[src/rtl/smsub_pkg.sv]
// rtl/smsub_pkg.sv - shared types and constants for the bit-serial sign-magnitude subtractor
package smsub_pkg;

  // Default total operand width (1 sign bit + magnitude bits)
  localparam int W_DEFAULT = 4;

  // Bit counter width for the default operand width
  localparam int CNT_W = $clog2(W_DEFAULT);

  typedef enum logic [1:0] {
    IDLE = 2'd0,
    ADD  = 2'd1,
    NEG  = 2'd2,
    DONE = 2'd3
  } state_t;

endpackage

[src/rtl/smsub_serial_if.sv]
// rtl/smsub_serial_if.sv - start/ready/done handshake and operand/result bundle
interface smsub_serial_if #(
  parameter int W = 4
);

  logic         start;
  logic [W-1:0] a;
  logic [W-1:0] b;
  logic         ready;
  logic         done;
  logic [W-1:0] y;
  logic         ovf;

  modport master (
    output start, a, b,
    input  ready, done, y, ovf
  );

  modport slave (
    input  start, a, b,
    output ready, done, y, ovf
  );

endinterface

[src/rtl/serial_bit_adder.sv]
// rtl/serial_bit_adder.sv - one-bit full adder with a registered, seedable carry
module serial_bit_adder (
  input  logic clk,
  input  logic reset,
  input  logic load,
  input  logic cin_init,
  input  logic x,
  input  logic y,
  output logic s,
  output logic c
);

  assign s = x ^ y ^ c;

  // Carry register: seeded on load, otherwise takes this bit's carry-out
  always_ff @(posedge clk) begin
    if (reset) begin
      c <= 1'b0;
    end else if (load) begin
      c <= cin_init;
    end else begin
      c <= (x & y) | (c & (x ^ y));
    end
  end

endmodule

[src/rtl/smsub_serial.sv]
// rtl/smsub_serial.sv - bit-serial sign-magnitude subtractor y = a - b
module smsub_serial
  import smsub_pkg::*;
#(
  parameter int W = W_DEFAULT
) (
  input logic           clk,
  input logic           reset,
  smsub_serial_if.slave bus
);

  localparam int M  = W - 1;
  localparam int CW = $clog2(W);
  localparam logic [CW-1:0] LAST_BIT = CW'(M - 1);

  state_t state, next_state;

  logic [M-1:0]  ma, mb, mr;
  logic          a_sign, sbe, op_sub;
  logic [CW-1:0] cnt;
  logic [W-1:0]  y_q;
  logic          ovf_q;

  logic          load, cin_init;
  logic          cx, cy, s, c;
  logic          cout_now, last, ovf_hit, finish;
  logic [M-1:0]  mr_next, fin_mag;
  logic          fin_sign;

  serial_bit_adder u_cell (
    .clk      (clk),
    .reset    (reset),
    .load     (load),
    .cin_init (cin_init),
    .x        (cx),
    .y        (cy),
    .s        (s),
    .c        (c)
  );

  assign last     = (cnt == LAST_BIT);
  // Carry-out of the bit in flight; on the last ADD bit this is the final carry
  assign cout_now = (cx & cy) | (c & (cx ^ cy));
  assign ovf_hit  = ~op_sub & cout_now;
  assign mr_next  = {s, mr[M-1:1]};
  assign fin_mag  = (state == ADD && ovf_hit) ? '1 : mr_next;
  assign fin_sign = (state == NEG) ? sbe : a_sign;
  assign finish   = last && ((state == NEG) || (state == ADD && next_state == DONE));

  assign bus.ready = (state == IDLE);
  assign bus.done  = (state == DONE);
  assign bus.y     = y_q;
  assign bus.ovf   = ovf_q;

  // Cell operand select: magnitude add (b conditionally inverted) or two's-complement re-negate
  always_comb begin
    cx = 1'b0;
    cy = 1'b0;
    if (state == ADD) begin
      cx = ma[0];
      cy = mb[0] ^ op_sub;
    end else if (state == NEG) begin
      cx = ~mr[0];
    end
  end

  // State register
  always_ff @(posedge clk) begin
    if (reset) state <= IDLE;
    else       state <= next_state;
  end

  // Next-state and carry seeding
  always_comb begin
    next_state = state;
    load       = 1'b0;
    cin_init   = 1'b0;
    case (state)
      IDLE: begin
        if (bus.start) begin
          next_state = ADD;
          load       = 1'b1;
          cin_init   = bus.a[W-1] ^ ~bus.b[W-1];
        end
      end
      ADD: begin
        if (last) begin
          if (op_sub && !cout_now) begin
            next_state = NEG;
            load       = 1'b1;
            cin_init   = 1'b1;
          end else begin
            next_state = DONE;
          end
        end
      end
      NEG: begin
        if (last) next_state = DONE;
      end
      DONE: next_state = IDLE;
      default: next_state = IDLE;
    endcase
  end

  // Operand capture, shift registers, bit counter and result/flag registers
  always_ff @(posedge clk) begin
    if (reset) begin
      ma     <= '0;
      mb     <= '0;
      mr     <= '0;
      a_sign <= 1'b0;
      sbe    <= 1'b0;
      op_sub <= 1'b0;
      cnt    <= '0;
      y_q    <= '0;
      ovf_q  <= 1'b0;
    end else begin
      case (state)
        IDLE: begin
          if (bus.start) begin
            ma     <= bus.a[M-1:0];
            mb     <= bus.b[M-1:0];
            a_sign <= bus.a[W-1];
            sbe    <= ~bus.b[W-1];
            op_sub <= bus.a[W-1] ^ ~bus.b[W-1];
            cnt    <= '0;
          end
        end
        ADD: begin
          ma  <= ma >> 1;
          mb  <= mb >> 1;
          mr  <= mr_next;
          cnt <= last ? '0 : cnt + CW'(1);
        end
        NEG: begin
          mr  <= mr_next;
          cnt <= last ? '0 : cnt + CW'(1);
        end
        default: ;
      endcase
      if (finish) begin
        y_q   <= {fin_sign & (|fin_mag), fin_mag};
        ovf_q <= (state == ADD) && ovf_hit;
      end
    end
  end

endmodule

[src/flat_wrapper.sv]
// flat-port wrapper written by rule: the top's interface ports become plain ports
module smsub_serial_flat import smsub_pkg::*;
#(
  parameter int W = W_DEFAULT
)
  (clk, reset, bus_start, bus_a, bus_b, bus_ready, bus_done, bus_y, bus_ovf);
  smsub_serial_if #(.W(W)) bus_i ();
  input logic clk;
  input logic reset;
  input wire logic [$bits(bus_i.start)-1:0] bus_start;
  input wire logic [$bits(bus_i.a)-1:0] bus_a;
  input wire logic [$bits(bus_i.b)-1:0] bus_b;
  output wire logic [$bits(bus_i.ready)-1:0] bus_ready;
  output wire logic [$bits(bus_i.done)-1:0] bus_done;
  output wire logic [$bits(bus_i.y)-1:0] bus_y;
  output wire logic [$bits(bus_i.ovf)-1:0] bus_ovf;
  assign bus_i.start = bus_start;
  assign bus_i.a = bus_a;
  assign bus_i.b = bus_b;
  assign bus_ready = bus_i.ready;
  assign bus_done = bus_i.done;
  assign bus_y = bus_i.y;
  assign bus_ovf = bus_i.ovf;
  smsub_serial #(.W(W)) u_core (.clk(clk), .reset(reset), .bus(bus_i));
endmodule
[config.mk]
export PLATFORM = sky130hd
export DESIGN_NAME = smsub_serial_flat
export DESIGN_NICKNAME = d
export VERILOG_FILES = /design/src/rtl/smsub_pkg.sv /design/src/rtl/smsub_serial_if.sv /design/src/rtl/serial_bit_adder.sv /design/src/rtl/smsub_serial.sv /design/src/flat_wrapper.sv
export SDC_FILE = /design/constraint.sdc
export NUM_CORES = 1
export LEC_CHECK = 0
export BUFFER_PORTS_ARGS = -buffer_cell sky130_fd_sc_hd__buf_4
export CAP_MARGIN = 30
export CORE_MARGIN = 5
export CORE_UTILIZATION = 45
export DETAILED_ROUTE_END_ITERATION = 6
export PLACE_DENSITY = 0.66
export SLEW_MARGIN = 20
export SYNTH_ARGS = -nofsm -noshare
export SYNTH_HDL_FRONTEND = slang
export SYNTH_SLANG_ARGS = --single-unit
[constraint.sdc]
create_clock -name clk -period 3.3 [get_ports clk]
set_clock_uncertainty 0.15 [all_clocks]
set_input_delay 0.165 -clock clk [delete_from_list [all_inputs] [get_ports clk]]
set_output_delay 0.165 -clock clk [all_outputs]
set_load 0.01 [all_outputs]
After elaboration in Yosys (flattened, before gate mapping)
Index checks and enable logic that the tools add are counted.
- input bits: 11
- output and inout port bits: 7
- bits in registers: 22
- logic and storage cells: 68
- bitwise logic cells: 12
- equal/unequal tests: 6
- multiplexer cells: 24
- reductions and logical operators: 14
- add/sub/neg operators: 1
- operators with widths (operator ; number):
    case mux 3 bit (2 select lines) ; 2
    2-to-1 mux 1 bit ; 10
    2-to-1 mux 2 bit ; 5
    2-to-1 mux 3 bit ; 3
    == test 2 bit, second input constant ; 4
    case mux 2 bit (4 select lines) ; 1
    AND reduction 2 bit ; 3
    bitwise AND 1 bit ; 4
    logical AND 1 bit ; 4
    case mux 1 bit (2 select lines) ; 2
    case mux 2 bit (2 select lines) ; 1
    nonzero test 2 bit ; 2
    bitwise XOR 1 bit ; 4
    inverter 1 bit ; 3
    OR reduction 3 bit ; 1
    adder 2 x 1 -> 2 bit, second input constant ; 1
    == test 2 x 1 -> 1 bit, second input constant ; 1
    logical NOT 2 bit ; 1
    inequality test 2 bit, second input constant ; 1
    OR reduction 2 bit ; 1
    logical NOT 1 bit ; 1
    logical OR 1 bit ; 1
    OR 1 bit ; 1

Logic depth before layout (Yosys ltp)
- depth after elaboration: 15
- gate-level depth with buffers: 10
- gate-level depth less buffers: 9

Modules after synthesis
From an unflattened synthesis, not the netlist that was laid out.
- cells, all modules: 122
- area total of the unflattened synthesis: 1136.1 um2
- modules (own cells, without submodules) (module ; times used ; cells an instance ; area each (um2) ; sequential area each (um2)):
    smsub_serial ; 1 ; 118 ; 1082.3 ; 420.4
    serial_bit_adder ; 1 ; 4 ; 53.8 ; 20.0

Least setup slack after synthesis
No wires, ideal clock.
- kind: register to register
- start: register u_core.state[1]
- end: register u_core.y_q[3] (netlist: u_core.bus.y[3])
- arrival time: 2.492 ns
- data required time: 3.029 ns
- buffers on the path: 1
- slack: 0.536 ns
- clock period less this slack: 2.764 ns
- stages on the path, launching flop included: 11
- library setup time: 0.121 ns
- cells stage by stage: dfxtp_1 > inv_1 > ha_1 > buf_1 > nor2_1 > a22oi_1 > fa_1 > nand4b_1 > or2_4 > a32oi_4 > mux2_4
- longest elaborated chain between the ends: 15
- elaborated cells between the ends (all ways): 29
- classes of those cells: eq/ne (4); mux (10); bitwise (7); reduce/logical (8)
- ends and longest elaborated chain (element ; line ; text):
    start, declared ; smsub_serial.sv:16 ; state_t state, next_state;
    start signal, assigned ; smsub_serial.sv:70 ; else state <= next_state;
    == test 2 bit ; n/a ;
    2-to-1 mux 1 bit ; smsub_serial.sv:62 ; end else if (state == NEG) begin
    2-to-1 mux 1 bit ; smsub_serial.sv:59 ; if (state == ADD) begin
    bitwise XOR 1 bit ; serial_bit_adder.sv:13, smsub_serial.sv:43 ;
    bitwise AND 1 bit ; smsub_serial.sv:43 ; assign cout_now = (cx & cy) | (c & (cx ^ cy));
    OR 1 bit ; smsub_serial.sv:43 ;
    logical NOT 1 bit ; smsub_serial.sv:88 ; if (op_sub && !cout_now) begin
    logical AND 1 bit ; smsub_serial.sv:88 ;
    2-to-1 mux 1 bit ; smsub_serial.sv:88 ;
    2-to-1 mux 2 bit ; smsub_serial.sv:87 ; if (last) begin
    case mux 2 bit (4 select lines) ; smsub_serial.sv:78 ; case (state)
    == test 2 bit ; smsub_serial.sv:48 ; assign finish = last && ((state == NEG) || (state == ADD && next_state == DONE));
    logical AND 1 bit ; smsub_serial.sv:48 ;
    logical OR 1 bit ; smsub_serial.sv:48 ;
    logical AND 1 bit ; smsub_serial.sv:48 ;
    end signal, assigned ; smsub_serial.sv:142 ; y_q <= {fin_sign & (|fin_mag), fin_mag};
    end, declared ; smsub_serial.sv:21 ; logic [W-1:0] y_q;
Several ways; a longest one is shown, not always the timed one.
A chain may end at the register's enable or synchronous reset.

Worst setup path in the final report
Ends and elaborated chain as after synthesis.

==> run metrics <==
Max-cap violations=0; PwrDens=435 mW/mm^2; Clk pin slew, worst setup/hold paths=0.13 ns; Crit path required time=3.37 ns; area delta synth->final=20.2%; Die H=60.9 um; crit share post-route=0.825; Cell variety after synth=38; core area=0.00248 sq mm; fraction of layout cells with a size suffix above 1=0.229; Fillers=226; Reg area=440 sq um; #FFs+latches synth=22; Gate Count Post-Synth=between 100 and 150; Async SR Flop Fraction=0; CTS Buffer Depth=2; most common cell after layout, fill and taps aside=dfxtp_1; Int Pwr=454 uW; pin count of the biggest net entering global routing=28; Post-Route Setup TNS=0 ns; root buffer cell=clkbuf_4; critical path's top delay family=compound AO/OA/AOI/OAI gates; post-route ant nets=0; Place WS=0.571 ns; fin crit period=2.72 ns; row cnt=18; Fmax=0.367 GHz; CP Max Fanout=6; Worst Path Buf+Inv=1; result of the run=finished, final reports clean; Ys Warns=0; CP Launch Type=register; min-delay worst type=input pin to register; CTS tree=built; Post CTS Setup Buffer Count=0; Sw Pwr=155 uW; multi-input logic area=672 sq um; Critical Setup Path Class=register to register; CP peak stage delay=0.49 ns; max-slew violations=0; antenna cells=0; DR pass1 iterations=4; CTS buffer count=3; Die X=a little over 60 um; # port buffers=17; WL final=around 2300 um; combinational power share=0.179; slowest CP cell=dfxtp_1; Worst EP arrival=roughly 2.8 ns; Remaining Overflow, GRT=0; Syn Area/Cell=9.79 sq um; RSZ-0062 raised after global routing=no; vias=905; clock share of power=0.341; hpwl dp=1690 um; cts repair resizes=0; measured slew at the worst slew-check pin=0.578 ns; first-pass GRT wire length=about 4100 um; P_leak=0.586 nW; antenna violations before repair=0; Fin. Hold Viols=0; Crit. End Element=register; 1st-iter DRT viols=17; Max VDD drop=0.355 mV; most frequent cells in the layout=dfxtp_1 (22), buf_4 (18), nor2_1 (14); wire per inst=13.7 um; Syn Nets=136; clock sinks=22; Post-synth EDFFs=0; Synth Flop Type=dfxtp_1; Final nets=158; Seq pwr share=0.480; drt via density=5.32; final setup fails=0; H-tree depth=1; Remaining DRCs=0; Placer Congestion=0.779; Post-Syn Area=0.00116 sq mm; I/O pin total=18; Slew HR=0.614; Seq/Total Area, Yosys=0.378; Switching Fraction=0.255; Total GRT Usage=0.147; CP Cell Sequence=inv_1 -> ha_1 -> a22oi_1 -> fa_1 -> nand4b_1 -> or2_4 -> a32oi_4 -> mux2_4; final setup margin=between 0.5 and 0.6 ns; vias in the first global route=between 800 and 900; die area=0.00371 sq mm; worst skew pair latency=0.31 ns; initial core utilization=0.470
==> Yosys cell counts (2+ instances only) <==
cell type,count,area share
a211oi_1,6,0.039
a22oi_1,4,0.026
a21oi_1,3,0.013
dfxtp_1,22,0.38
inv_1,6,0.019
mux2i_1,12,0.10
nand2b_1,7,0.038
nor2_1,14,0.045
clkbuf_1,2,0.0064
ha_1,5,0.054
nand2_1,6,0.019
o21bai_1,3,0.019
and2b_2,2,0.015
and3b_1,2,0.015
o21ai_0,2,0.0086
==> cell type report <==
class	instances	share of cell area
clock inverters	1	0.0214
flip-flops and latches	22	0.315
well taps	30	0.0268
multi-input cells	86	0.480
clock buffers	3	0.0161
repair buffers	22	0.125
inverters	6	0.0161
==> final timing paths <==
| path | cells after the start | to | slack, ns | from |
|---|---|---|---|---|
| setup reg to reg | 8 | u_core.bus.y[3] | 0.58 | u_core.state[1] |
| hold reg to reg | 2 | u_core.a_sign | 0.32 | u_core.a_sign |
| hold / removal | 3 | u_core.state[1] | 0.04 | bus_start |
| setup / recovery | 8 | u_core.bus.y[3] | 0.58 | u_core.state[1] |
==> metal layers <==
metal | up-vias | wire length (um) | GRT usage | part of all wire
li1 | 465 | - | - | -
met1 | 418 | 1070 | 0.193 | 0.46
met2 | 18 | 1110 | 0.237 | 0.47
met3 | 4 | 123 | 0.0426 | 0.053
met4 | 0 | 26 | 0.0372 | 0.011
met5 | - | 0 | 0 | 0
==> kinds of logic (layout without fill, tap and decap cells) <==
| logic type | Yosys count | after routing | share of synthesized area |
|---|---|---|---|
| xor+xnor | 2 | 2 | 0.0150 |
| buf+inv | 11 | 32 | 0.0451 |
| fa+ha+maj | 6 | 6 | 0.0709 |
| mux | 13 | 13 | 0.116 |
| compound gates | 26 | 26 | 0.189 |
| flops | 22 | 22 | 0.378 |
| simple gates | 39 | 39 | 0.186 |
==> worst register-to-register path, stage by stage, from the launching register on <==
cell	delay [ns]
dfxtp_1	0.49
inv_1	0.11
ha_1	0.24
a22oi_1	0.25
fa_1	0.26
nand4b_1	0.16
or2_4	0.27
a32oi_4	0.35
mux2_4	0.33
==> through the flow <==
step	power, mW	hold slack [ns]	area [sq um]	utilization	instances
after global routing	0.639	0.0276	1400	0.565	170
after detailed placement	0.403	0.220	1310	0.528	162
after global placement	0.401	0.210	1310	0.528	162
after floorplan	0.374	0.111	1160	-	119
final	0.609	0.0401	1400	0.565	170
after CTS	0.614	0.0286	1400	0.565	170
==> power by group through the flow <==
stage	clock network [mW]	registers (mW)	logic (mW)
final	0.208	0.293	0.109
after global routing	0.223	0.295	0.121
after CTS	0.212	0.293	0.109
after detailed placement	0	0.299	0.105
after global placement	0	0.298	0.103
after floorplan	0	0.295	0.0785
==> repair_timing <==
item / 4_1_cts / 5_1_grt
hold buffers: 4 / 0
endpoints found under the hold margin: 4 / 0
endpoints found under the setup margin: 0 / 0
==> flip-flops by register name (all words and copies together), names as in the netlist <==
| name | flops |
|---|---|
| u_core.state | 2 |
| u_core.cnt | 2 |
| u_core.mb | 3 |
| u_core.bus.y | 4 |
| u_core.a_sign | 1 |
| u_core.op_sub | 1 |
| u_core.ma | 3 |
| u_core.sbe | 1 |
| u_core.bus.ovf | 1 |
| u_core.u_cell.c | 1 |
| u_core.mr | 3 |
Note: power is estimated with default switching activity, not from simulation.
